`src/rtl/mdu_pkg.sv`:
```
// Shared types and constants for the sequential RISC-V M-extension unit.
package mdu_pkg;

  localparam int XLEN     = 32;
  localparam int ITER_CNT = 32;

  typedef enum logic [2:0] {
    OP_MUL    = 3'b000,
    OP_MULH   = 3'b001,
    OP_MULHSU = 3'b010,
    OP_MULHU  = 3'b011,
    OP_DIV    = 3'b100,
    OP_DIVU   = 3'b101,
    OP_REM    = 3'b110,
    OP_REMU   = 3'b111
  } op_e;

  typedef enum logic [1:0] {
    S_IDLE,
    S_ITER,
    S_FIX,
    S_DONE
  } state_e;

  // rs1 is treated as a signed value by these ops
  function automatic logic op_signed_a(op_e o);
    return (o == OP_MULH) || (o == OP_MULHSU) || (o == OP_DIV) || (o == OP_REM);
  endfunction

  // rs2 is treated as a signed value by these ops
  function automatic logic op_signed_b(op_e o);
    return (o == OP_MULH) || (o == OP_DIV) || (o == OP_REM);
  endfunction

endpackage

```
`src/rtl/mdu_signfix.sv`:
```
// Conditional two's-complement negation, used for operand magnitudes at
// accept time and for the final sign correction of product/quotient/remainder.
module mdu_signfix #(
  parameter int W = 32
) (
  input  logic [W-1:0] a,
  input  logic         neg,
  output logic [W-1:0] y
);

  logic signed [W-1:0] a_s;

  assign a_s = a;
  assign y   = neg ? -a_s : a_s;

endmodule

```
`src/rtl/mdu_seq.sv`:
```
// Sequential multiply/divide unit (RISC-V M extension) that borrows a shared
// ALU for its 32 iteration steps. Division is compiled in only when the
// macro MDU_DIV_EN is defined; otherwise divide ops complete immediately
// with a zero result.
module mdu_seq
  import mdu_pkg::*;
#(
  parameter int XLEN = 32
) (
  input  logic            clk,
  input  logic            reset,
  input  logic            start,
  input  logic [2:0]      op,
  input  logic [XLEN-1:0] rs1,
  input  logic [XLEN-1:0] rs2,
  input  logic            kill,
  input  logic [XLEN-1:0] alu_res,
  input  logic            alu_comp,
  output logic            alu_req,
  output logic [XLEN-1:0] alu_a,
  output logic [XLEN-1:0] alu_b,
  output logic [2:0]      alu_sel,
  output logic            busy,
  output logic            stall,
  output logic            done,
  output logic [XLEN-1:0] result
);

  localparam int CNT_W = $clog2(ITER_CNT);

  state_e           state;
  op_e              op_q;
  logic [CNT_W-1:0] cnt;
  // acc: product high word / partial remainder
  // lo : product low word (multiplier) / dividend shifting into quotient
  // opb: multiplicand / divisor
  logic [XLEN-1:0]  acc;
  logic [XLEN-1:0]  lo;
  logic [XLEN-1:0]  opb;
  logic             neg_q;

  op_e              op_in;
  logic             sa;
  logic             sb;
  logic [XLEN-1:0]  abs1;
  logic [XLEN-1:0]  abs2;
  logic [2*XLEN-1:0] prod_fix;
  logic [XLEN-1:0]  fix_res;
  logic [XLEN-1:0]  acc_nxt;
  logic [XLEN-1:0]  lo_nxt;
  logic             carry;

  assign op_in = op_e'(op);
  assign sa    = op_signed_a(op_in) & rs1[XLEN-1];
  assign sb    = op_signed_b(op_in) & rs2[XLEN-1];

  mdu_signfix #(.W(XLEN)) u_abs1 (.a(rs1), .neg(sa), .y(abs1));
  mdu_signfix #(.W(XLEN)) u_abs2 (.a(rs2), .neg(sb), .y(abs2));
  mdu_signfix #(.W(2*XLEN)) u_prod (.a({acc, lo}), .neg(neg_q), .y(prod_fix));

`ifdef MDU_DIV_EN
  logic            neg_r;
  logic [XLEN-1:0] quo_fix;
  logic [XLEN-1:0] rem_fix;

  mdu_signfix #(.W(XLEN)) u_quo (.a(lo), .neg(neg_q), .y(quo_fix));
  mdu_signfix #(.W(XLEN)) u_rem (.a(acc), .neg(neg_r), .y(rem_fix));
`else
  logic unused_alu_comp;
  assign unused_alu_comp = alu_comp;
`endif

  // the add wrapped around exactly when the sum is below an addend
  assign carry = (alu_res < acc);

  assign busy  = (state != S_IDLE);
  assign done  = (state == S_DONE);
  assign stall = (!reset && (state == S_IDLE) && start && !kill) ||
                 (state == S_ITER) || (state == S_FIX);

  // shared ALU request: operands only while iterating, zero otherwise
  always_comb begin
    alu_req = 1'b0;
    alu_a   = '0;
    alu_b   = '0;
    alu_sel = 3'b000;
    if (state == S_ITER) begin
      alu_req = 1'b1;
      alu_a   = acc;
      alu_b   = opb;
`ifdef MDU_DIV_EN
      if (op_q[2]) begin
        alu_sel = 3'b001;
        alu_a   = {acc[XLEN-2:0], lo[XLEN-1]};
      end
`endif
    end
  end

  // one shift-add (multiply) or shift-subtract (divide) step
  always_comb begin
    acc_nxt = {1'b0, acc[XLEN-1:1]};
    lo_nxt  = {acc[0], lo[XLEN-1:1]};
    if (lo[0]) begin
      acc_nxt = {carry, alu_res[XLEN-1:1]};
      lo_nxt  = {alu_res[0], lo[XLEN-1:1]};
    end
`ifdef MDU_DIV_EN
    if (op_q[2]) begin
      // a bit shifted out of the remainder means it already exceeds the divisor
      if (acc[XLEN-1] || !alu_comp) begin
        acc_nxt = alu_res;
        lo_nxt  = {lo[XLEN-2:0], 1'b1};
      end else begin
        acc_nxt = {acc[XLEN-2:0], lo[XLEN-1]};
        lo_nxt  = {lo[XLEN-2:0], 1'b0};
      end
    end
`endif
  end

  // select the architectural result word after sign correction
  always_comb begin
    fix_res = prod_fix[2*XLEN-1:XLEN];
    case (op_q)
      OP_MUL:          fix_res = prod_fix[XLEN-1:0];
`ifdef MDU_DIV_EN
      OP_DIV, OP_DIVU: fix_res = quo_fix;
      OP_REM, OP_REMU: fix_res = rem_fix;
`endif
      default:         fix_res = prod_fix[2*XLEN-1:XLEN];
    endcase
  end

  // control FSM and datapath registers
  always_ff @(posedge clk) begin
    if (reset) begin
      state  <= S_IDLE;
      op_q   <= OP_MUL;
      cnt    <= '0;
      acc    <= '0;
      lo     <= '0;
      opb    <= '0;
      neg_q  <= 1'b0;
`ifdef MDU_DIV_EN
      neg_r  <= 1'b0;
`endif
      result <= '0;
    end else if (kill) begin
      state <= S_IDLE;
    end else begin
      case (state)
        S_IDLE: begin
          if (start) begin
            op_q  <= op_in;
            cnt   <= '0;
            acc   <= '0;
            neg_q <= sa ^ sb;
            if (op[2]) begin
`ifdef MDU_DIV_EN
              neg_r <= sa;
              if (rs2 == '0) begin
                state  <= S_DONE;
                result <= op[1] ? rs1 : '1;
              end else begin
                state <= S_ITER;
                lo    <= abs1;
                opb   <= abs2;
              end
`else
              state  <= S_DONE;
              result <= '0;
`endif
            end else begin
              state <= S_ITER;
              lo    <= abs2;
              opb   <= abs1;
            end
          end
        end
        S_ITER: begin
          acc <= acc_nxt;
          lo  <= lo_nxt;
          cnt <= cnt + 1'b1;
          if (cnt == CNT_W'(ITER_CNT - 1)) begin
            state <= S_FIX;
          end
        end
        S_FIX: begin
          result <= fix_res;
          state  <= S_DONE;
        end
        default: begin
          state <= S_IDLE;
        end
      endcase
    end
  end

endmodule

```
`config.mk`:
```
export PLATFORM = sky130hd
export DESIGN_NAME = mdu_seq
export DESIGN_NICKNAME = d
export VERILOG_FILES = /design/src/rtl/mdu_pkg.sv /design/src/rtl/mdu_signfix.sv /design/src/rtl/mdu_seq.sv
export SDC_FILE = /design/constraint.sdc
export NUM_CORES = 1
export LEC_CHECK = 0
export ABC_CLOCK_PERIOD_IN_PS = 3400
export BUFFER_PORTS_ARGS = -buffer_cell sky130_fd_sc_hd__buf_2
export CAP_MARGIN = 20
export CORE_UTILIZATION = 40
export CTS_BUF_LIST = sky130_fd_sc_hd__clkbuf_4 sky130_fd_sc_hd__clkbuf_8 sky130_fd_sc_hd__clkbuf_16
export DETAILED_ROUTE_END_ITERATION = 16
export GPL_TIMING_DRIVEN = 0
export PLACE_DENSITY = 0.62
export REMOVE_ABC_BUFFERS = 1
export SLEW_MARGIN = 25
export SYNTH_ARGS = -nofsm -noshare
export SYNTH_HDL_FRONTEND = slang
export SYNTH_HIERARCHICAL = 1
export SYNTH_SLANG_ARGS = --single-unit
```
`constraint.sdc`:
```
create_clock -name clk -period 3.4 [get_ports clk]
set_input_delay 0.51 -clock clk [delete_from_list [all_inputs] [get_ports clk]]
set_output_delay 0.51 -clock clk [all_outputs]
set_load 0.02 [all_outputs]
```
After elaboration in Yosys (flattened, before gate mapping)
Index checks and enable logic that the tools add are counted.
{"block": "classes", "addsub": 4, "n_lt_le_gt_ge": 1, "eq_ne": 12, "mux": 23, "n_bitwise": 5, "reduce_logical": 24}
{"operator": "32-bit two-way mux", "count": 12}
{"operator": "32-bit case mux with 2 select lines", "count": 3}
{"operator": "64-bit two-way mux", "count": 1}
{"operator": "32-bit negator", "count": 2}
{"operator": "64-bit negator", "count": 1}
{"operator": "32-bit < comparator", "count": 1}
{"operator": "4-bit AND reduction", "count": 3}
{"operator": "5-bit case mux with 2 select lines", "count": 1}
{"operator": "1-bit logical OR", "count": 7}
{"operator": "3-bit == test, second input constant", "count": 2}
{"operator": "2-bit two-way mux", "count": 3}
{"operator": "2-bit != test, second input constant", "count": 3}
{"operator": "2-bit case mux with 3 select lines", "count": 1}
{"operator": "3-bit AND reduction", "count": 2}
{"operator": "2-bit nonzero test", "count": 3}
{"operator": "5-bit by 1-bit adder with 5-bit output, second input constant", "count": 1}
{"operator": "5-bit == test, second input constant", "count": 1}
{"operator": "5-bit two-way mux", "count": 1}
{"operator": "2-bit == test, second input constant", "count": 2}
{"operator": "3-bit by 1-bit == test with 1-bit output, second input constant", "count": 1}
{"operator": "3-bit by 2-bit == test with 1-bit output, second input constant", "count": 1}
{"operator": "1-bit logical AND", "count": 3}
{"operator": "3-bit logical NOT", "count": 1}
{"operator": "1-bit AND", "count": 2}
{"operator": "other kinds (9)", "count": 11}
{"block": "totals", "regBits": 139, "input_bits": 104, "out_inout_bits": 103, "wordCells": 77}

Logic depth before layout (Yosys ltp)
{"block": "depth", "depth_word": 8, "depth_mapped": 11, "ltp_nobuf": 10}

Hierarchy
The synthesis kept the hierarchy.
{"mod": "mdu_seq", "instances": 1, "cells_each": 902, "area_each_um2": 7263.2, "seq_area_each_um2": 2782.7}
{"mod": "mdu_signfix (u_prod)", "instances": 1, "cells_each": 206, "area_each_um2": 1649.1, "seq_area_each_um2": 0.0}
{"mod": "mdu_signfix (u_abs1 ...)", "instances": 2, "cells_each": 108, "area_each_um2": 767.0, "seq_area_each_um2": 0.0}

Least setup slack after synthesis
Ideal clock, no wire load.
{"block": "synth_timing", "path_type": "input -> register", "from": "input port rs2[14]", "to": "register lo[30]", "setup_ns": 0.086, "t_arrival_ns": 2.482, "t_required_ns": 3.314, "slack_ns": 0.833, "cell_stages": 7, "path_cell_list": "or4_4 or4_4 buf_6 or3_1 o311ai_1 mux2i_1 a211oi_1"}
{"block": "synth_via", "elab_chain_cells": 5}
{"item": "start, declared", "line": "mdu_seq.sv:15", "source": "input logic [XLEN-1:0] rs2,"}
{"item": "32-bit negator", "line": "mdu_signfix.sv:14", "source": "assign y = neg ? -a_s : a_s;"}
{"item": "32-bit two-way mux", "line": "mdu_signfix.sv:14"}
{"item": "named net abs2[30]", "line": "mdu_seq.sv:46", "source": "logic [XLEN-1:0] abs2;"}
{"item": "32-bit two-way mux", "line": "mdu_seq.sv:159", "source": "if (op[2]) begin"}
{"item": "32-bit two-way mux", "line": "mdu_seq.sv:154", "source": "if (start) begin"}
{"item": "32-bit case mux with 2 select lines", "line": "mdu_seq.sv:152", "source": "case (state)"}
{"item": "end signal, assigned", "line": "mdu_seq.sv:176", "source": "lo <= abs2;"}
{"item": "end signal, assigned", "line": "mdu_seq.sv:183", "source": "lo <= lo_nxt;"}
{"item": "end, declared", "line": "mdu_seq.sv:38", "source": "logic [XLEN-1:0] lo;"}
The timed path passes the listed nets, and every way through them passes these cells. The select of a mux whose other input is x is not followed.
A chain may end at the register's enable or synchronous reset.

Final worst setup path
{"block": "layout_timing", "from": "register state[0]", "to": "register lo[12]"}
{"block": "layout_via", "elab_chain_cells": 3, "elab_cells_between_ends": 7}
{"item": "start, declared", "line": "mdu_seq.sv:31", "source": "state_e state;"}
{"item": "start signal, assigned", "line": "mdu_seq.sv:138", "source": "state <= S_IDLE;"}
{"item": "start signal, assigned", "line": "mdu_seq.sv:150", "source": "state <= S_IDLE;"}
{"item": "start signal, assigned", "line": "mdu_seq.sv:171", "source": "state <= S_DONE;"}
{"item": "2-bit logical NOT / 2-bit by 1-bit == test with 1-bit output (equally long branches)", "line": "mdu_seq.sv:152"}
{"item": "2-bit != test (no line) / 2-bit nonzero test (equally long branches)"}
{"item": "4-bit AND reduction (no line)"}
Parallel ways exist; a longest one is shown, timed or not.

==> run summary <==
Total GRT Usage = 22.2%
CTS max path bufs = 2
routability cong. = 0.820
Final Hold Viols = 0
status = finished clean
Cell variety after synth = 72
GRT overflow = 0
Seq pwr share = 35.1%
initial antenna violation count = 0
Post-CTS Resized = 0
clock tree from TritonCTS = done
Reg2Reg Depth = 9
Switching Fraction = 29.7%
DRT iter0 DRCs = 675
largest net degree at the start of global routing = 75
Final Instance Count excl. Fillers = 1809
vias in the first global route = 8948
fmax = 338 MHz
layout cells sized above 1 = 22.9%
CP Capture Type = flip-flop
post-DP HPWL = 21.3 mm
Top delay family on crit path = adder cells
row count = 58
vias = 9834
Antenna Cells = 0
fill count = 2544
Max-slew headroom = 43.5%
Initial Util = 41.1%
CTS H-Tree Depth = 4
CP Buf/Inv Count = 3
R2R Path Start = state[0]$_SDFFE_PP0P_
Synth Warn # = 6
Worst Setup SP = state[0]$_SDFFE_PP0P_
DRC = 0
WP data required = 3.73 ns
Max Fanout on Critical Path = 63
Top FF cell, synth = dfxtp_1
Final min period = 2.96 ns
Top cell by count, worst path = buf_16
Setup crit end = lo[12]$_SDFFE_PP0P_
P_leak = 4.72 nW
Slowest-stage cell, CP = ha_4
Setup CP Type = flip-flop to flip-flop
CTS sink cnt = 139
critical path depth in cells = 9
startpoint types = flip-flop
Post-Syn Area = 10400 um^2
Core Area = 25400 um^2
CTS buffer count = 17
post-synth top area share = 26.6%
Hold Slack = 0.346 ns
Nets = 1610
period utilization = 87.0%
VDD IR max = 0.000278 V
PD cells = 409 nW/um^2
RR Endpoint = lo[12]$_SDFFE_PP0P_
synthesis-stage register bit count = 139
average wire per standard cell = 16.3 um
Die Area = 26800 um^2
Top Ports = 207
slowest stage delay, CP = 0.59 ns
Total Wirelength = 29.5 mm
Mapped Cells = 1324
final setup fails = 0
Worst Max-Slew Pin Slew = 0.844 ns
via/cell ratio = 5.44
CP cell instances = ha_4, mux2_4, nand2_2, a21oi_4, buf_4, buf_16, buf_16, nor2_1, a211oi_1
area growth from synthesis to layout = 18.9%
Pint = 3.57 mW
Fin Clk Skew = 0.00961 ns
die width = 164 um
power share of the combinational group = 22.7%
first-pass GRT wire length = 47.3 mm
First-pass DRT Iterations = 5
Worst-path clk slew = 0.06 ns
FF-to-FF setup slack = 0.44 ns
# port buffers = 202
count of final max-slew check failures = 0
cell type with the largest total area after synthesis = dfxtp_1
syn_area_per_cell = 7.89 um^2
Post-synth ARST share = 0%
unrepaired setup endpoints after global routing = no
clock latency on the worst-skew pair = 0.42 ns
placed instance count = 1775
Psw = 1.51 mW
die height = 164 um
clock power share = 42.2%
largest cells by area after synthesis = dfxtp_1 (27%), xnor2_1 (10%), nand2_1 (6.3%)
Post-synth EDFFs = 0
Routed Antenna Nets = 0
max-cap check violation count = 0
HP Class = input port to flip-flop
Root Driver = clkbuf_16
CP Data Arrival Time = 3.29 ns
sequential fraction of the synthesis area = 26.6%
flip-flops by register name, summed over array words and instances, names as in the netlist:
register and count:
neg_q 1, state 2, op_q 3, acc 32
opb 32, lo 32, cnt 5, result 32
tightest hold or removal path: cells and delay by family:
kind	cells	cell delay [ns]
buf+inv	1	0.11
simple gates	1	0.05
compound gates	1	0.05
cells in the final DEF (no fill, tap or decap), types with 37 or more instances in the layout:
cell / instances
a21oi_1: 83
and2_1: 64
buf_2: 201
dfxtp_1: 137
ha_1: 38
inv_1: 50
nand2_1: 176
nand3_1: 42
nor2_1: 93
o21ai_0: 68
o31ai_1: 37
xnor2_1: 122
per-stage QoR:
step / TNS, ns / instance area, um^2 / utilization (%) / total power, mW / setup WS, ns
2_1_floorplan: -44.84 / 10000 / - / 2.59 / -1.10
3_3_place_gp: -254.50 / 11500 / 45.1 / 2.92 / -2.94
3_5_place_dp: 0 / 11700 / 46.1 / 2.96 / 0.0949
4_1_cts: 0 / 12400 / 48.8 / 5.12 / 0.222
5_1_grt: 0 / 12400 / 48.9 / 5.31 / 0.126
6_report: 0 / 12400 / 48.9 / 5.08 / 0.440
per-layer routing:
layer  global-route usage (%)  wire length [um]
met1                     29.0             13400
met2                     37.1             14200
met3                     4.55              1620
met4                     5.01               284
met5                        0                 0
power groups by stage:
stage | logic [mW] | clock network [mW] | registers, mW
finish | 1.15 | 2.14 | 1.78
global route | 1.27 | 2.24 | 1.80
CTS | 1.15 | 2.19 | 1.78
detailed placement | 1.14 | 0 | 1.82
global placement | 1.11 | 0 | 1.81
floorplan | 0.800 | 0 | 1.79
what timing repair did:
item                                    in CTS  in global routing
hold buffers                                 0                  0
endpoints found under the hold margin        0                  0
endpoints found under the setup margin       0                 15
buffers inserted                             0                  2
layout make-up:
type | instances | area (um^2) | area share, %
clock buffers | 22 | 488 | 3.93
clock inverters | 10 | 185 | 1.49
inverters | 51 | 191 | 1.54
multi-input cells | 1044 | 7140 | 57.5
flip-flops and latches | 139 | 2790 | 22.5
well taps | 330 | 413 | 3.32
repair buffers | 213 | 1220 | 9.81
cell usage after synthesis (11+ instances only):
master and number:
nand2_1 176, dfxtp_1 139, xnor2_1 122, nor2_1 94, a21oi_1 84, o21ai_0 68, and2_1 65, clkbuf_1 62
inv_1 50, nand3_1 42, ha_1 40, o31ai_1 37, mux2i_1 36, a211oi_1 33, a22oi_1 33, o41ai_1 26
mux2_2 23, buf_2 16, or3_1 14, or4_1 13, nor4_1 11
how the worst min path moves through the flow:
stage | from | end | slack [ns] | depth (start not counted)
6_report | op[1] | op_q[1]$_SDFFE_PP0P_ | 0.35 | 3
5_1_grt | op[0] | op_q[0]$_SDFFE_PP0P_ | 0.36 | 3
4_1_cts | op[1] | op_q[1]$_SDFFE_PP0P_ | 0.33 | 3
3_5_place_dp | result[12]$_SDFFE_PP0P_ | result[12]$_SDFFE_PP0P_ | 0.44 | 2
3_3_place_gp | result[6]$_SDFFE_PP0P_ | result[6]$_SDFFE_PP0P_ | 0.44 | 2
2_1_floorplan | opb[0]$_SDFFE_PP0P_ | opb[0]$_SDFFE_PP0P_ | 0.43 | 2
logic make-up after synthesis:
logic type	synth area share [%]
AOI/OAI and AO/OA	20.3
xor gates and xnor gates	10.3
adders and majority gates	4.79
buffers and inverters	5.83
DFF	26.6
muxes	7.04
other	0.0359
and+or+nand+nor	25.1
Power figures use the tool's default switching activity.
